File: src/rtl/nonce_scanner.sv
// nonce_scanner
// Sweeps the 32-bit nonce field of one block header across a programmed range.
// Each candidate header goes to the downstream double-SHA-256 core. The digest
// that comes back is read as a little-endian 256-bit number and compared with
// the target. The first winning nonce is reported, or the range is flagged as
// exhausted. Every output comes straight from a flop.
module nonce_scanner (
  input  logic         clk,
  input  logic         rst_n,
  input  logic         start,
  input  logic [639:0] header_in,
  input  logic [31:0]  nonce_first,
  input  logic [31:0]  nonce_last,
  input  logic [255:0] target,
  input  logic         abort,
  output logic [639:0] hash_header,
  output logic         hash_start,
  input  logic         hash_done,
  input  logic [255:0] hash_digest,
  output logic         busy,
  output logic         found,
  output logic         exhausted,
  output logic [31:0]  found_nonce,
  output logic [31:0]  cur_nonce
);

  localparam logic [2:0] ST_IDLE  = 3'd0;
  localparam logic [2:0] ST_ISSUE = 3'd1;
  localparam logic [2:0] ST_WAIT  = 3'd2;
  localparam logic [2:0] ST_CHECK = 3'd3;
  localparam logic [2:0] ST_DONE  = 3'd4;

  logic [2:0]   state_q,       state_d;
  logic [607:0] hdr_q,         hdr_d;
  logic [31:0]  nonce_last_q,  nonce_last_d;
  logic [255:0] target_q,      target_d;
  logic [255:0] digest_q,      digest_d;
  logic [31:0]  cur_nonce_q,   cur_nonce_d;
  logic [31:0]  found_nonce_q, found_nonce_d;
  logic         found_q,       found_d;
  logic         exhausted_q,   exhausted_d;
  logic         busy_q,        busy_d;
  logic         hash_start_q,  hash_start_d;
  logic [639:0] hash_header_q, hash_header_d;

  logic [255:0] check_value;
  logic         hit;
  logic [31:0]  next_nonce;
  logic         unused_nonce_field;

  // The incoming nonce field is always replaced, so its bits go nowhere.
  assign unused_nonce_field = ^header_in[31:0];

  // The nonce sits in the header little-endian, so its bytes are swapped.
  function automatic logic [31:0] byte_swap32(input logic [31:0] x);
    return {x[7:0], x[15:8], x[23:16], x[31:24]};
  endfunction

  // Byte-reverse the held digest to get the numeric value compared with the target.
  always_comb begin
    check_value = '0;
    for (int i = 0; i < 32; i++) begin
      check_value[8*i +: 8] = digest_q[255-8*i -: 8];
    end
  end

  assign hit        = (check_value <= target_q);
  assign next_nonce = cur_nonce_q + 32'd1;

  // Sweep control: decide next state, next nonce and the registered outputs.
  always_comb begin
    state_d       = state_q;
    hdr_d         = hdr_q;
    nonce_last_d  = nonce_last_q;
    target_d      = target_q;
    digest_d      = digest_q;
    cur_nonce_d   = cur_nonce_q;
    found_nonce_d = found_nonce_q;
    found_d       = found_q;
    exhausted_d   = exhausted_q;
    busy_d        = busy_q;
    hash_start_d  = 1'b0;
    hash_header_d = hash_header_q;

    case (state_q)
      ST_IDLE, ST_DONE: begin
        // found/exhausted/found_nonce hold here until a new sweep is accepted.
        if (start) begin
          hdr_d         = header_in[639:32];
          nonce_last_d  = nonce_last;
          target_d      = target;
          found_d       = 1'b0;
          exhausted_d   = 1'b0;
          cur_nonce_d   = nonce_first;
          hash_header_d = {header_in[639:32], byte_swap32(nonce_first)};
          hash_start_d  = 1'b1;
          busy_d        = 1'b1;
          state_d       = ST_ISSUE;
        end
      end

      ST_ISSUE: begin
        // hash_start was raised on the edge entering this state, so it lasts one cycle.
        if (abort) begin
          busy_d  = 1'b0;
          state_d = ST_IDLE;
        end else begin
          state_d = ST_WAIT;
        end
      end

      ST_WAIT: begin
        // abort wins over a hash_done in the same cycle.
        if (abort) begin
          busy_d  = 1'b0;
          state_d = ST_IDLE;
        end else if (hash_done) begin
          digest_d = hash_digest;
          state_d  = ST_CHECK;
        end
      end

      ST_CHECK: begin
        // The last-nonce test is an equality, so a wrapped range (last < first)
        // simply rolls through 0xFFFFFFFF -> 0 until it meets nonce_last.
        if (abort) begin
          busy_d  = 1'b0;
          state_d = ST_IDLE;
        end else if (hit) begin
          found_d       = 1'b1;
          found_nonce_d = cur_nonce_q;
          busy_d        = 1'b0;
          state_d       = ST_DONE;
        end else if (cur_nonce_q == nonce_last_q) begin
          exhausted_d = 1'b1;
          busy_d      = 1'b0;
          state_d     = ST_DONE;
        end else begin
          cur_nonce_d   = next_nonce;
          hash_header_d = {hdr_q, byte_swap32(next_nonce)};
          hash_start_d  = 1'b1;
          state_d       = ST_ISSUE;
        end
      end

      default: begin
        busy_d  = 1'b0;
        state_d = ST_IDLE;
      end
    endcase
  end

  // State and output registers with asynchronous active-low reset.
  always_ff @(posedge clk or negedge rst_n) begin
    if (!rst_n) begin
      state_q       <= ST_IDLE;
      hdr_q         <= '0;
      nonce_last_q  <= '0;
      target_q      <= '0;
      digest_q      <= '0;
      cur_nonce_q   <= '0;
      found_nonce_q <= '0;
      found_q       <= 1'b0;
      exhausted_q   <= 1'b0;
      busy_q        <= 1'b0;
      hash_start_q  <= 1'b0;
      hash_header_q <= '0;
    end else begin
      state_q       <= state_d;
      hdr_q         <= hdr_d;
      nonce_last_q  <= nonce_last_d;
      target_q      <= target_d;
      digest_q      <= digest_d;
      cur_nonce_q   <= cur_nonce_d;
      found_nonce_q <= found_nonce_d;
      found_q       <= found_d;
      exhausted_q   <= exhausted_d;
      busy_q        <= busy_d;
      hash_start_q  <= hash_start_d;
      hash_header_q <= hash_header_d;
    end
  end

  assign hash_header = hash_header_q;
  assign hash_start  = hash_start_q;
  assign busy        = busy_q;
  assign found       = found_q;
  assign exhausted   = exhausted_q;
  assign found_nonce = found_nonce_q;
  assign cur_nonce   = cur_nonce_q;

endmodule

File: config.mk
export PLATFORM = sky130hd
export DESIGN_NAME = nonce_scanner
export DESIGN_NICKNAME = d
export VERILOG_FILES = /design/src/rtl/nonce_scanner.sv
export SDC_FILE = /design/constraint.sdc
export NUM_CORES = 2
export LEC_CHECK = 0
export BUFFER_PORTS_ARGS = -buffer_cell sky130_fd_sc_hd__buf_4
export CORE_AREA = 8 8 748 750
export CTS_CLUSTER_DIAMETER = 50
export DETAILED_ROUTE_END_ITERATION = 10
export DIE_AREA = 0 0 756 758
export PLACE_DENSITY_LB_ADDON = 0.15
export SETUP_SLACK_MARGIN = 0.1
export SKIP_CTS_REPAIR_TIMING = 1
export SLEW_MARGIN = 20
export SYNTH_ARGS = -nofsm -noshare
export SYNTH_HDL_FRONTEND = slang
export SYNTH_SLANG_ARGS = --single-unit
File: constraint.sdc
create_clock -name clk -period 5.7 [get_ports clk]
set_input_delay 0.285 -clock clk [delete_from_list [all_inputs] [get_ports clk]]
set_output_delay 0.285 -clock clk [all_outputs]
set_load 0.02 [all_outputs]
After elaboration in Yosys (flattened, before gate mapping)

Cells that the tools add are included.

Register bits after elaboration: 1863
Output and inout port bits: 708
Bits of input ports: 1221
Word-level logic and storage cells: 78

Reductions and logical operators: 12
Equal/unequal tests: 14
Order comparisons: 1
Bitwise gates (word level): 1
Muxes and demuxes: 37
Add/sub/neg operators: 1

Operators by type and width:

| operator                                                         | number |
|---|---|
| 640-bit two-way mux                                              | 4 |
| 640-bit one-hot mux with 2 select lines                          | 1 |
| 256-bit <= comparator                                            | 1 |
| 32-bit two-way mux                                               | 4 |
| 32-bit one-hot mux with 2 select lines                           | 1 |
| 32-bit by 1-bit adder with 32-bit output (second input constant) | 1 |
| 32-bit == test                                                   | 1 |
| 3-bit two-way mux                                                | 6 |
| 1-bit two-way mux                                                | 15 |
| 2-bit inequality test (second input constant)                    | 6 |
| 3-bit one-hot mux with 4 select lines                            | 1 |
| 5-bit AND reduction                                              | 2 |
| 3-bit AND reduction                                              | 3 |
| 3-bit by 2-bit == test with 1-bit output (second input constant) | 2 |
| 1-bit one-hot mux with 2 select lines                            | 3 |
| 4-bit inequality test (second input constant)                    | 1 |
| 2-bit AND reduction                                              | 2 |
| 4-bit AND reduction                                              | 1 |
| 2-bit OR reduction                                               | 2 |
| 3-bit by 1-bit == test with 1-bit output (second input constant) | 1 |
| 3-bit == test (second input constant)                            | 1 |
| 3-bit logical NOT                                                | 1 |
| 3-bit inequality test (second input constant)                    | 1 |
| 1-bit one-hot mux with 3 select lines                            | 1 |
| other kinds (4)                                                  | 4 |

Longest topological paths before layout

Depth after elaboration: 5
Depth in mapped cells: 15

Worst setup path before layout

Ideal clock, no wire load.

Path kind: reg-to-reg
Start: register digest_q[121]
End: register found_nonce_q[10], in the netlist found_nonce[10]
Path buffers: 2
Library setup time: 0.125 ns
Cell stages (with the launch flop): 14
Data required time: 5.575 ns
Slack: 2.660 ns
Arrival time: 2.915 ns
Cell sequence: dfrtp_1 -> ha_1 -> a21oi_1 -> o21ai_1 -> a221o_1 -> a211o_1 -> a2111oi_2 -> nand3_1 -> a211oi_2 -> nor2b_1 -> nand2b_1 -> buf_2 -> buf_6 -> mux2_4

Word-level cells in the longest chain between the ends: 2

RTL lines:

| element                              | line | text |
|---|---|---|
| from (decl)                          | 37   | `logic [255:0] digest_q, digest_d;` |
| from (signal assigned)               | 173  | `digest_q <= digest_d;` |
| 256-bit <= comparator                | 67   | `assign hit = (check_value <= target_q);` |
| 3-bit AND reduction (no source line) | -    |  |
| to (signal assigned)                 | 175  | `found_nonce_q <= found_nonce_d;` |
| to (decl)                            | 39   | `logic [31:0] found_nonce_q, found_nonce_d;` |

Every way passes these cells.
A chain may end at the register's enable or synchronous reset.

Worst setup path in the final report

Start: register digest_q[23]
End: register hash_header_q[33], in the netlist hash_header[33]

Word-level cells in the longest chain between the ends: 3

RTL lines:

| element                                | line | text |
|---|---|---|
| 256-bit <= comparator                  | 67   |  |
| 2-bit inequality test (no source line) | -    |  |
| 5-bit AND reduction (no source line)   | -    |  |
| to (signal assigned)                   | 180  | `hash_header_q <= hash_header_d;` |
| to (decl)                              | 44   | `logic [639:0] hash_header_q, hash_header_d;` |

Every way passes these cells.

==> summary.txt <==
status = completed
Max clock buf depth = 4
Via-to-Cell Ratio = 3.79
remaining global-route overflow = 0
Netlist Area Pre-Place = 0.0797 sq mm
Pre-Repair DR Iteration Count = 5
Setup TNS = 0 ns
Layout area overhead = 59.3%
combinational power share = 39.4%
# setup viols final = 0
total CTS buffers = 347
DRC Markers = 0
clock latency at the later pin of the worst-skew pair = 0.96 ns
Psw = 30.9 mW
Critical Path RT = 6.51 ns
Post-Syn Nets = 10244
Final Skew = 0.129 ns
most frequently used flop master after synthesis = dfrtp_1
met1 Resource Use GR = 16.7%
worst-path fanout max = 79
Synth cell types = 54
Max Cap Viol = 0
RSZ-0062 raised after global routing = no
Die Span X = 756 um
H-tree depth = 5
busiest grt layer = met2
Worst R2R Setup Slack = 0.83 ns
WP depth = 15
met3 GRT Util = 5.91%
crit path DAT = 5.67 ns
sequential power share = 31.6%
die footprint = 0.573 sq mm
asr flop ratio synth = 100%
commonest cells after routing, fill and taps aside = nand2_1 (3522), buf_4 (1991), dfrtp_1 (1830)
most common cell after layout, fill and taps aside = nand2_1
first-pass GRT wire length = 640000 um
Worst setup EP type = register
Hold Path Class = primary input to async pin
worst setup path class = register to register
GRT Util Overall = 16.1%
register area share after synthesis = 57.5%
DP Wirelength = 377000 um
Slew @ Worst Pin = 1.27 ns
share of layout cells above drive strength 1 = 24.3%
reg-to-reg endpoint = hash_header[33]$_DFFE_PN0P_
Routed WL per cell = 24.8 um
initial antenna violation count = 343
slowest CP cell = buf_4
Layout Nets = 13261
synth warn = 0
CP endpoint = hash_header[33]$_DFFE_PN0P_
fin crit period = 4.87 ns
io pins = 1929
core area = 0.547 sq mm
initial drt markers = 4439
period utilization = 85.4%
largest net degree at the start of global routing = 179
Finished Core Util = 23.2%
#FFs+latches synth = 1831
leakage = 58.6 nW
Final ANT Viol Nets = 0
grt met2 use = 29.9%
Worst-path clk slew = 0.06 ns
Chip Height = 758 um
Fin. Hold Viols = 0
vias in the first global route = 70171
PwrDens = 590 mW/mm^2
Sw Ratio = 41.2%
FP Rows = 272
WL final = 485000 um
crit path launch = digest_q[23]$_DFFE_PN0P_
via count = 74045
P_int = 44.1 mW
routability cong. = 0.856
Root Buffer = clkbuf_16
Mapped Cells = 8766
Slew headroom = 15.3%
type of origin of the critical path = register
R2R depth = 15
port buffer count = 1896
Cell Chain, Critical Path = ha_1 > nand4_1 > nor2_1 > nand4_1 > nor4_2 > buf_4 > o211ai_1 > nand4_1 > a211oi_2 > buf_4 > o21ai_4 > buf_12 > buf_4 > nor2_1 > a31oi_1
Crit path max-delay family = simple AND/OR/NAND/NOR gates
peak supply drop = 0.304 mV
Starting Density = 14.6%
TritonCTS clock tree = built
fmax = 0.205 GHz
share of total power in the clock network = 29.0%
# clock sinks = 1831
fin. max-slew vios = 0
syn avg cell area = 9.10 sq um
WHS = 0.0366 ns
crit path buf inv count = 4
CP max stage delay = 0.71 ns
reg2reg start = digest_q[23]$_DFFE_PN0P_
EDFF count, synth = 0
==> stage by stage <==
stage	total power, mW	instance area [sq um]	cells	setup slack (ns)
final	75.0	127000	19553	0.833
after global routing	80.1	127000	19500	0.539
after CTS	75.8	115000	18138	0.783
after detailed placement	53.5	102000	17501	0.867
after global placement	53.3	102000	17501	0.884
after floorplan	38.6	79700	8766	2.66
==> final cells by class <==
cell class	instances	area [sq um]
Clock inverter	166	2310
Timing Repair Buffer	3230	27800
Antenna cell	221	553
Tap cell	7261	9080
Clock buffer	471	9920
Sequential cell	1831	45800
Inverter	270	1010
Multi-Input combinational cell	6103	30500
Fill cell	60097	420000
==> registers in the layout, indices dropped and copies added (netlist names) <==
name,count
hash_header,609
hdr_q,608
digest_q,256
target_q,256
found_nonce,32
nonce_last_q,32
cur_nonce,31
state_q,3
busy,1
exhausted,1
found,1
hash_start,1
==> metal layers <==
layer / wire length [um] / vias to the layer above / part of all wire, %
li1: - / 35083 / -
met1: 182000 / 35712 / 37
met2: 251000 / 2235 / 52
met3: 32500 / 883 / 6.7
met4: 18600 / 132 / 3.8
met5: 811 / - / 0.17
==> worst min path at each step <==
stage              startpoint                            to  slack (ns)  depth (start not counted)
2_1_floorplan           rst_n              busy$_DFFE_PN0P_       -0.01                          0
3_3_place_gp            rst_n  hash_header[389]$_DFFE_PN0P_        0.32                          1
3_5_place_dp            rst_n  hash_header[389]$_DFFE_PN0P_        0.31                          1
4_1_cts                 rst_n        hdr_q[302]$_DFFE_PN0P_       -0.71                          1
5_1_grt        header_in[148]        hdr_q[116]$_DFFE_PN0P_        0.01                          4
6_report                rst_n        hdr_q[357]$_DFFE_PN0P_        0.04                          2
==> power groups by stage <==
stage	Sequential [mW]	Combinational (mW)	Clock, mW
after floorplan	25.1	13.5	0
after global placement	24.0	29.3	0
after detailed placement	24.0	29.4	0
after CTS	23.9	29.5	22.4
after global routing	24.5	32.7	22.9
final	23.7	29.5	21.7
==> cell usage after synthesis (all sizes together), types with 2 or more instances <==
| cell type | n | share of area (%) |
|---|---|---|
| o21bai | 2 | 0.019 |
| nor2b | 4 | 0.031 |
| and4 | 3 | 0.033 |
| a21oi | 154 | 0.97 |
| nor2 | 648 | 3.1 |
| a21o | 7 | 0.066 |
| o21ai | 328 | 2.1 |
| o211ai | 8 | 0.075 |
| and2 | 3 | 0.024 |
| o22ai | 17 | 0.13 |
| a2bb2oi | 2 | 0.022 |
| xnor2 | 33 | 0.36 |
| a221o | 7 | 0.088 |
| a221oi | 8 | 0.088 |
| dfrtp | 1831 | 57 |
| a31oi | 612 | 4.8 |
| buf | 172 | 1.2 |
| nand2 | 3523 | 17 |
| or3 | 3 | 0.024 |
| a211o | 3 | 0.033 |
| clkbuf | 390 | 1.8 |
| mux2i | 2 | 0.025 |
| nor4 | 17 | 0.15 |
| or2 | 3 | 0.024 |
| ha | 257 | 4.0 |
| a211oi | 10 | 0.10 |
| nand2b | 5 | 0.039 |
| o31ai | 2 | 0.019 |
| or4 | 2 | 0.019 |
| a22oi | 5 | 0.047 |
| nand3 | 47 | 0.30 |
| and3 | 3 | 0.024 |
| inv | 270 | 1.3 |
| o21a | 5 | 0.047 |
| nor3 | 20 | 0.14 |
| mux2 | 287 | 4.2 |
| nand4 | 64 | 0.50 |
==> cell families (layout without fill, tap and decap cells) <==
family                     Yosys count  count (layout)  synth area share [%]
and+or+nand+nor                   4345            4345                  20.9
adders and majority gates          257             257                  4.03
AOI/OAI and AO/OA                 1179            1179                  8.68
DFF                               1831            1831                  57.5
xor gates and xnor gates            33              33                 0.362
muxes                              289             289                  4.21
other                                0             221                     0
buffers and inverters              832            4137                  4.32
Note: power is estimated with default switching activity, not from simulation.
